$ cat config.mk
export PLATFORM = sky130hd
export DESIGN_NAME = if_id_skid
export DESIGN_NICKNAME = d
export VERILOG_FILES = /design/src/rtl/if_id_skid.sv
export SDC_FILE = /design/constraint.sdc
export NUM_CORES = 1
export LEC_CHECK = 0
export CAP_MARGIN = 10
export CORE_MARGIN = 2
export CORE_UTILIZATION = 38
export CTS_CLUSTER_SIZE = 8
export DETAILED_ROUTE_END_ITERATION = 12
export PLACE_DENSITY = 0.94
export SLEW_MARGIN = 20
export SYNTH_ARGS = -nofsm -noshare
export SYNTH_HDL_FRONTEND = slang
export SYNTH_SLANG_ARGS = --single-unit
$ cat constraint.sdc
create_clock -name clk -period 3.4 [get_ports clk]
set_input_delay 0.85 -clock clk [delete_from_list [all_inputs] [get_ports clk]]
set_output_delay 0.85 -clock clk [all_outputs]
set_load 0.02 [all_outputs]
$ cat src/rtl/if_id_skid.sv
// IF/ID pipeline register with valid/ready handshake, flush and NOP-bubble zeroing.
// Define IF_ID_SKID_EN to add a second (skid) entry so that if_ready depends on registers only.
module if_id_skid #(
  parameter int unsigned INST_W = 32,
  parameter int unsigned ADDR_W = 32
) (
  input  logic              clk,
  input  logic              rst,
  input  logic              flush,
  input  logic              if_valid,
  output logic              if_ready,
  input  logic [INST_W-1:0] if_inst,
  input  logic [ADDR_W-1:0] if_cur_instaddress,
  input  logic [ADDR_W-1:0] if_next_instaddress,
  input  logic              if_excp,
  input  logic              if_in_ds,
  output logic              id_valid,
  input  logic              id_ready,
  output logic [INST_W-1:0] id_inst,
  output logic [ADDR_W-1:0] id_cur_instaddress,
  output logic [ADDR_W-1:0] id_next_instaddress,
  output logic              id_excp,
  output logic              id_in_ds,
  output logic [1:0]        occupancy
);

  typedef enum logic [1:0] {
    EMPTY = 2'd0,
    ONE   = 2'd1,
    TWO   = 2'd2
  } state_t;

  state_t state;

  logic [INST_W-1:0] head_inst;
  logic [ADDR_W-1:0] head_cur;
  logic [ADDR_W-1:0] head_next;
  logic              head_excp;
  logic              head_in_ds;

`ifdef IF_ID_SKID_EN
  logic [INST_W-1:0] skid_inst;
  logic [ADDR_W-1:0] skid_cur;
  logic [ADDR_W-1:0] skid_next;
  logic              skid_excp;
  logic              skid_in_ds;
`endif

  logic push;
  logic pop;

  assign id_valid = (state != EMPTY);
  assign push     = if_valid && if_ready;
  assign pop      = id_valid && id_ready;

`ifdef IF_ID_SKID_EN
  assign if_ready = rst && (state != TWO);
`else
  assign if_ready = rst && (!id_valid || id_ready);
`endif

  always_ff @(posedge clk) begin
    if (!rst || flush) begin
      state      <= EMPTY;
      head_inst  <= '0;
      head_cur   <= '0;
      head_next  <= '0;
      head_excp  <= 1'b0;
      head_in_ds <= 1'b0;
`ifdef IF_ID_SKID_EN
      skid_inst  <= '0;
      skid_cur   <= '0;
      skid_next  <= '0;
      skid_excp  <= 1'b0;
      skid_in_ds <= 1'b0;
`endif
    end else begin
      case (state)
        EMPTY: begin
          if (push) begin
            state      <= ONE;
            head_inst  <= if_inst;
            head_cur   <= if_cur_instaddress;
            head_next  <= if_next_instaddress;
            head_excp  <= if_excp;
            head_in_ds <= if_in_ds;
          end
        end
        ONE: begin
          if (push && pop) begin
            head_inst  <= if_inst;
            head_cur   <= if_cur_instaddress;
            head_next  <= if_next_instaddress;
            head_excp  <= if_excp;
            head_in_ds <= if_in_ds;
`ifdef IF_ID_SKID_EN
          end else if (push) begin
            state      <= TWO;
            skid_inst  <= if_inst;
            skid_cur   <= if_cur_instaddress;
            skid_next  <= if_next_instaddress;
            skid_excp  <= if_excp;
            skid_in_ds <= if_in_ds;
`endif
          end else if (pop) begin
            // Clearing the head on the way to EMPTY is what makes the bubble read as zero.
            state      <= EMPTY;
            head_inst  <= '0;
            head_cur   <= '0;
            head_next  <= '0;
            head_excp  <= 1'b0;
            head_in_ds <= 1'b0;
          end
        end
`ifdef IF_ID_SKID_EN
        TWO: begin
          if (pop) begin
            state      <= ONE;
            head_inst  <= skid_inst;
            head_cur   <= skid_cur;
            head_next  <= skid_next;
            head_excp  <= skid_excp;
            head_in_ds <= skid_in_ds;
            skid_inst  <= '0;
            skid_cur   <= '0;
            skid_next  <= '0;
            skid_excp  <= 1'b0;
            skid_in_ds <= 1'b0;
          end
        end
`endif
        default: begin
          state      <= EMPTY;
          head_inst  <= '0;
          head_cur   <= '0;
          head_next  <= '0;
          head_excp  <= 1'b0;
          head_in_ds <= 1'b0;
        end
      endcase
    end
  end

  assign id_inst             = head_inst;
  assign id_cur_instaddress  = head_cur;
  assign id_next_instaddress = head_next;
  assign id_excp             = head_excp;
  assign id_in_ds            = head_in_ds;
  assign occupancy           = state;

endmodule
Word level (Yosys, flattened, before mapping)
Cells that the tools add are included.
{"block": "classes", "muxes": 21, "n_reduce_logical": 12, "eq_ne": 5}
{"operator": "$mux W32", "n": 7}
{"operator": "$pmux W32 S2", "n": 3}
{"operator": "$mux W2", "n": 3}
{"operator": "$ne A2 B2 Y1 const B", "n": 3}
{"operator": "$mux W1", "n": 5}
{"operator": "$logic_and A1 B1 Y1", "n": 4}
{"operator": "$pmux W1 S2", "n": 2}
{"operator": "$pmux W2 S2", "n": 1}
{"operator": "$ne A3 B3 Y1 const B", "n": 1}
{"operator": "$reduce_and A3 Y1", "n": 1}
{"operator": "$eq A2 B1 Y1 const B", "n": 1}
{"operator": "$logic_not A1 Y1", "n": 2}
{"operator": "$logic_not A2 Y1", "n": 1}
{"operator": "$logic_or A1 B1 Y1", "n": 2}
{"operator": "$reduce_and A2 Y1", "n": 1}
{"operator": "$reduce_bool A2 Y1", "n": 1}
{"block": "totals", "inputBits": 103, "elab_cells": 44, "ff_bits": 100, "out_inout_bits": 102}

Logic depth before layout (Yosys ltp)
Gate-level depths: netlist (run 1).
{"block": "depth", "depth_word": 8, "mapped_depth": 6, "mapped_depth_nobuf": 3}

Worst setup path after synthesis (run 1)
OpenSTA, ideal clock, no wires.
{"block": "synth_timing", "kind": "in2out", "startpoint": "input port id_ready", "endpoint": "output port if_ready", "arrival_time_ns": 1.252, "path_stages": 2, "setup_slack_ns": 1.298, "required_ns": 2.550, "path_cell_list": "nand2b_1 -> and2_1"}
{"block": "synth_via", "elab_chain_cells": 2}
{"element": "start, declared", "line": "18", "source": "input logic id_ready,"}
{"element": "$logic_or A1 B1 Y1", "line": "59", "source": "assign if_ready = rst && (!id_valid || id_ready);"}
{"element": "$logic_and A1 B1 Y1", "line": "59"}
{"element": "end, declared", "line": "11", "source": "output logic if_ready,"}
No other way between the ends.

Worst setup path in the final report (run 1)
Ends and elaborated chain as after synthesis.

==> flow_metrics.env, run 1 <==
export IMPL_die_area_um2=8690
export IMPL_synth_area_leaders="dfxtp_1 66%, a22o_1 28%, buf_2 2.8%"
export IMPL_post_cts_buffers=0
export IMPL_clkSlewWorstSetupHoldPaths_ns=0.08
export IMPL_layout_commonest_cell="clkdlybuf4s50_1"
export IMPL_power_frac_comb=0.147
export IMPL_vias=2695
export IMPL_hold_violations=0
export IMPL_grt_usage=0.197
export IMPL_setup_viol=0
export IMPL_cts_tree="done"
export IMPL_drt_iter0_markers=74
export IMPL_finish_utilization=0.683
export IMPL_syn_area_per_cell_um2=13.2
export IMPL_fin_crit_ns=3.11
export IMPL_io_pins=205
export IMPL_slew_violations=0
export IMPL_busiest_layer="met2"
export IMPL_cts_sinks=99
export IMPL_use_met2=0.321
export IMPL_power_uw=2200
export IMPL_yosys_area_share_simple=0.0108
export IMPL_grt_pass1_vias=2703
export IMPL_cp_cell_sequence="clkdlybuf4s50_1 -> nand2b_1 -> and2_1 -> clkdlybuf4s50_1"
export IMPL_grt_overflow_total=0
export IMPL_cts_root_buf="clkbuf_8"
export IMPL_slowest_stage="clkdlybuf4s50_1"
export IMPL_p_int_uw=1670
export IMPL_ys_types=12
export IMPL_initial_core_util=0.391
export IMPL_synth_mux_area_fraction=0
export IMPL_die_w_um=93.2
export IMPL_yosys_warnings=0
export IMPL_clockBufferDepth=2
export IMPL_timing_fmax_ghz=0.322
export IMPL_slowest_delay_ns=0.60
export IMPL_layout_common_cells="203 x clkdlybuf4s50_1, 99 x dfxtp_1, 98 x a22o_1"
export IMPL_firstDrtPassIters=4
export IMPL_netlist_instances=229
export IMPL_gp_congestion=0.687
export IMPL_synth_xor_area_frac=0
export IMPL_p_seq_frac=0.554
export IMPL_viasPerCell=5.09
export IMPL_status="finished clean"
export IMPL_syn_area_um2=3020
export IMPL_syn_to_final_growth_pct=74.5
export IMPL_drive_above_1_share=0.0422
export IMPL_antenna_found_initial=0
export IMPL_synth_top_cell_by_area="dfxtp_1"
export IMPL_post_cts_resized=0
export IMPL_sw_frac_of_total=0.243
export IMPL_drc=0
export IMPL_antennaDiodeCount=0
export IMPL_p_sw_uw=534
export IMPL_clock_skew_ns=0.0139
export IMPL_grt_max_degree=99
export IMPL_clkPwrFrac=0.299
export IMPL_portBuffers=203
export IMPL_synth_fa_ha_area_frac=0
export IMPL_p_leak_uw=0.00202
export IMPL_core_area_um2=7730
export IMPL_synth_seq_cells=99
export IMPL_crit_top_cell="clkdlybuf4s50_1"
export IMPL_ant_nets=0
export IMPL_end_kind="output pin"
export IMPL_irDropWorstVdd_v=0.000266
export IMPL_power_density_nw_per_um2=417
export IMPL_synth_top_family_by_area="compound AO/OA/AOI/OAI gates"
export IMPL_crit_family="buffers and inverters"
export IMPL_numCtsBuffers=9
export IMPL_row_count=32
export IMPL_ctsHoldBuffers=0
export IMPL_use_met3=0.0701
export IMPL_fin_nets=525
export IMPL_clk_latency_ns=0.34
export IMPL_cp_required_ns=2.55
export IMPL_period_share=0.914
export IMPL_grt_setup_unrepaired="no"
export IMPL_hp_class="flop to flop"
export IMPL_grt_pass1_wl_um=13600
export IMPL_syn_num_nets=332
export IMPL_yosysSeqAreaShare=0.655
export IMPL_startpoint_type="input pin"
export IMPL_maxCapViolCount=0
export IMPL_routed_wl_um=8690
export IMPL_synth_top_area_share=0.655
export IMPL_die_y_um=93.2
export IMPL_arrival_ns=2.26
export IMPL_met1_usage=0.228
export IMPL_cp_max_fo=4
export IMPL_htreeDepth=3
export IMPL_fin_setup_tns_ns=0
export IMPL_synth_compound_area_frac=0.288
export IMPL_critPathKind="input pin to output pin"
export IMPL_dp_hpwl_um=6190
export IMPL_wire_per_inst_um=16.4
export IMPL_path_buf_inv=2
final timing paths:
kind	cells after the start	from	slack, ns	to
worst max-delay path	4	id_ready	0.29	if_ready
worst min-delay path	1	id_inst[4]$_SDFFE_PP0P_	0.48	id_inst[4]$_SDFFE_PP0P_
worst max register to register	4	occupancy[0]$_SDFFE_PP0P_	1.89	id_inst[16]$_SDFFE_PP0P_
worst min register to register	1	id_inst[4]$_SDFFE_PP0P_	0.48	id_inst[4]$_SDFFE_PP0P_
kinds of logic after synthesis:
group	after synthesis
buf+inv	24
simple gates	5
other cells	1
compound gates	100
flops	99
flip-flops by register name (all words and copies together) (netlist names):
register and count:
occupancy 1, id_next_instaddress 32, id_in_ds 1, id_cur_instaddress 32
id_inst 32, id_excp 1
cell usage after synthesis:
| library cell | instances |
|---|---|
| a22o_1 | 98 |
| nor3b_1 | 1 |
| dfxtp_1 | 99 |
| buf_4 | 6 |
| or2_1 | 1 |
| a21oi_1 | 1 |
| buf_2 | 17 |
| conb_1 | 1 |
| a21oi_2 | 1 |
| nand2b_1 | 2 |
| inv_1 | 1 |
| and2_1 | 1 |
cell type report:
type                       instances  area (um2)
multi-input combinational        106         921
inverter                           1        3.75
clock buffer                      11         131
sequential                        99        1980
timing repair buffer             205        2070
fill                             574        2450
clock inverter                     5        38.8
tap                              102         128
through the flow:
| stage | instances | worst slack (ns) | hold WS, ns | instance area (um2) |
|---|---|---|---|---|
| after global routing | 529 | 0.218 | 0.498 | 5280 |
| after floorplan | 229 | 1.30 | 0.610 | 3020 |
| final | 529 | 0.291 | 0.485 | 5280 |
| after detailed placement | 513 | 0.296 | 0.463 | 5110 |
| after global placement | 513 | 0.327 | 0.460 | 5110 |
| after CTS | 529 | 0.289 | 0.488 | 5280 |
routing by layer:
| metal | up-vias | part of all wire |
|---|---|---|
| met5 | - | 0 |
| met3 | 22 | 0.10 |
| li1 | 1255 | - |
| met4 | 0 | 0.033 |
| met2 | 160 | 0.47 |
| met1 | 1258 | 0.40 |
power by group through the flow:
stage                     sequential [uW]  combinational, uW  clock (uW)
after floorplan                      1290               66.2           0
after global placement               1240                317           0
after detailed placement             1250                324           0
after CTS                            1220                326         675
after global routing                 1220                341         728
final                                1220                324         657
Power figures use the tool's default switching activity.
==> run 2, diff against run 1 <==
--- a/config.mk
+++ b/config.mk
@@ -7,10 +7,11 @@
 export LEC_CHECK = 0
 export CAP_MARGIN = 10
 export CORE_MARGIN = 2
-export CORE_UTILIZATION = 38
+export CORE_UTILIZATION = 35
 export CTS_CLUSTER_SIZE = 8
 export DETAILED_ROUTE_END_ITERATION = 12
-export PLACE_DENSITY = 0.94
+export PLACE_DENSITY = 0.88
+export REMOVE_ABC_BUFFERS = 1
 export SLEW_MARGIN = 20
 export SYNTH_ARGS = -nofsm -noshare
 export SYNTH_HDL_FRONTEND = slang
==> constraint.sdc (replaced) <==
create_clock -name clk -period 3.3 [get_ports clk]
set_input_delay 0.825 -clock clk [delete_from_list [all_inputs] [get_ports clk]]
set_output_delay 0.825 -clock clk [all_outputs]
set_load 0.02 [all_outputs]
==> run 2 against run 1 <==
Net effect:
- critical endpoint unchanged
- setup slack got worse by 0.066 ns
- final cell count rose by 0.57%
- final area barely moved
==> flow_metrics.env, run 2 (synthesis gave the netlist of run 1 again) <==
export IMPL_irDropWorstVdd_v=0.000252
export IMPL_firstDrtPassIters=4
export IMPL_drive_above_1_share=0.0468
export IMPL_cp_cell_sequence="clkdlybuf4s50_1 -> nand2b_1 -> and2_1 -> clkdlybuf4s50_1"
export IMPL_grt_usage=0.177
export IMPL_timing_fmax_ghz=0.325
export IMPL_antennaDiodeCount=0
export IMPL_cts_root_buf="clkbuf_8"
export IMPL_drc=0
export IMPL_critPathKind="input pin to output pin"
export IMPL_cts_tree="done"
export IMPL_crit_end="if_ready"
export IMPL_slowest_delay_ns=0.59
export IMPL_slowest_stage="clkdlybuf4s50_1"
export IMPL_vias=2620
export IMPL_arrival_ns=2.25
export IMPL_grt_pass1_vias=2722
export IMPL_grt_max_degree=53
export IMPL_routed_wl_um=8640
export IMPL_gp_congestion=0.804
export IMPL_worst_pin_slew_ns=0.534
export IMPL_viasPerCell=4.92
export IMPL_post_cts_buffers=0
export IMPL_portBuffers=203
export IMPL_fin_nets=527
export IMPL_ctsHoldBuffers=0
export IMPL_finish_utilization=0.636
export IMPL_grt_setup_unrepaired="no"
export IMPL_drt_iter0_markers=76
export IMPL_dp_cells=518
export IMPL_ant_nets=0
export IMPL_htreeDepth=3
export IMPL_r2r_slack_ns=1.68
export IMPL_path_buf_inv=2
export IMPL_slew_headroom=0.644
export IMPL_period_share=0.932
export IMPL_reg2reg_to="id_inst[20]$_SDFFE_PP0P_"
export IMPL_hold_worst_slack_ns=0.482
export IMPL_syn_to_final_growth_pct=74.4
export IMPL_grt_pass1_wl_um=13700
export IMPL_p_leak_uw=0.00202
export IMPL_crit_top_cell="clkdlybuf4s50_1"
export IMPL_layout_common_cells="203 x clkdlybuf4s50_1, 99 x dfxtp_1, 98 x a22o_1"
export IMPL_cp_required_ns=2.47
export IMPL_numCtsBuffers=9
export IMPL_clk_latency_ns=0.35
export IMPL_core_area_um2=8300
export IMPL_wire_per_inst_um=16.2
export IMPL_dp_hpwl_um=6330
export IMPL_power_density_nw_per_um2=430
export IMPL_layout_commonest_cell="clkdlybuf4s50_1"
export IMPL_die_w_um=97.0
export IMPL_startpoint_type="input pin"
export IMPL_maxCapViolCount=0
export IMPL_antenna_found_initial=0
export IMPL_ff2ff_path_depth=4
export IMPL_initial_core_util=0.364
export IMPL_row_count=33
export IMPL_hp_class="flop to flop"
export IMPL_clock_skew_ns=0.0140
export IMPL_die_y_um=97.0
export IMPL_die_area_um2=9400
export IMPL_path_depth=4
export IMPL_regArea_um2=1980
export IMPL_grt_overflow_total=0
export IMPL_cp_max_fo=4
export IMPL_clkSlewWorstSetupHoldPaths_ns=0.09
export IMPL_post_cts_resized=0
export IMPL_io_pins=205
export IMPL_status="finished clean"
export IMPL_clockBufferDepth=2
export IMPL_crit_family="buffers and inverters"
export IMPL_cp_startpoint="id_ready"
export IMPL_hold_violations=0
export IMPL_r2r_start="occupancy[0]$_SDFFE_PP0P_"
export IMPL_stdcell_count=532
export IMPL_fin_crit_ns=3.08
export IMPL_multiInputGateArea_um2=921
export IMPL_end_kind="output pin"
export IMPL_cts_sinks=99
export IMPL_nFillCells=645
export IMPL_setup_viol=0
export IMPL_slew_violations=0
-- run 2: cell count changes in the layout (fill, tap and decap cells not counted) --
cell,delta
buf_12,-1
buf_4,+3
clkbuf_1,-2
clkinv_4,-2
inv_6,+2
-- run 2: cell type report --
cell class              instances  share of cell area
inverters                       1            0.000712
flip-flops and latches         99               0.376
repair buffers                207               0.393
clock buffers                   9              0.0235
multi-input cells             106               0.175
well taps                     105              0.0249
clock inverters                 5             0.00735
-- run 2: power breakdown --
part | internal (uW) | switching (uW)
sequential | 1230 | 21.4
combinational | 202 | 129
clock | 273 | 406
-- run 2: worst reg2reg max path, stage by stage, from the launching register on --
cell and delay, ns:
dfxtp_1 0.34, nand2b_1 0.19, nor3b_2 0.32, buf_4 0.47, a22o_1 0.24
-- run 2: layer usage --
metal  track usage  up-vias  wire (um)
met5             0        -          0
met4        0.0596        0        119
met3        0.0477        9        715
met2         0.309      127       4240
met1         0.210     1228       3570
li1              -     1256          -
-- run 2: per-stage QoR --
stage / power [uW] / TNS (ns) / worst slack, ns / area [um2]
floorplan: 1400 / -347.26 / -3.54 / 2890
global placement: 1610 / 0 / 0.263 / 5110
detailed placement: 1620 / 0 / 0.226 / 5110
CTS: 2300 / 0 / 0.220 / 5280
global route: 2370 / 0 / 0.150 / 5280
finish: 2270 / 0 / 0.225 / 5280
-- run 2: worst min-delay path by stage --
stage	start	endpoint	slack, ns	cells past startpoint
2_1_floorplan	id_cur_instaddress[0]$_SDFFE_PP0P_	id_cur_instaddress[0]$_SDFFE_PP0P_	0.61	1
3_3_place_gp	id_cur_instaddress[27]$_SDFFE_PP0P_	id_cur_instaddress[27]$_SDFFE_PP0P_	0.46	1
3_5_place_dp	id_inst[24]$_SDFFE_PP0P_	id_inst[24]$_SDFFE_PP0P_	0.46	1
4_1_cts	id_inst[27]$_SDFFE_PP0P_	id_inst[27]$_SDFFE_PP0P_	0.49	1
5_1_grt	id_inst[6]$_SDFFE_PP0P_	id_inst[6]$_SDFFE_PP0P_	0.50	1
6_report	id_cur_instaddress[6]$_SDFFE_PP0P_	id_cur_instaddress[6]$_SDFFE_PP0P_	0.48	1
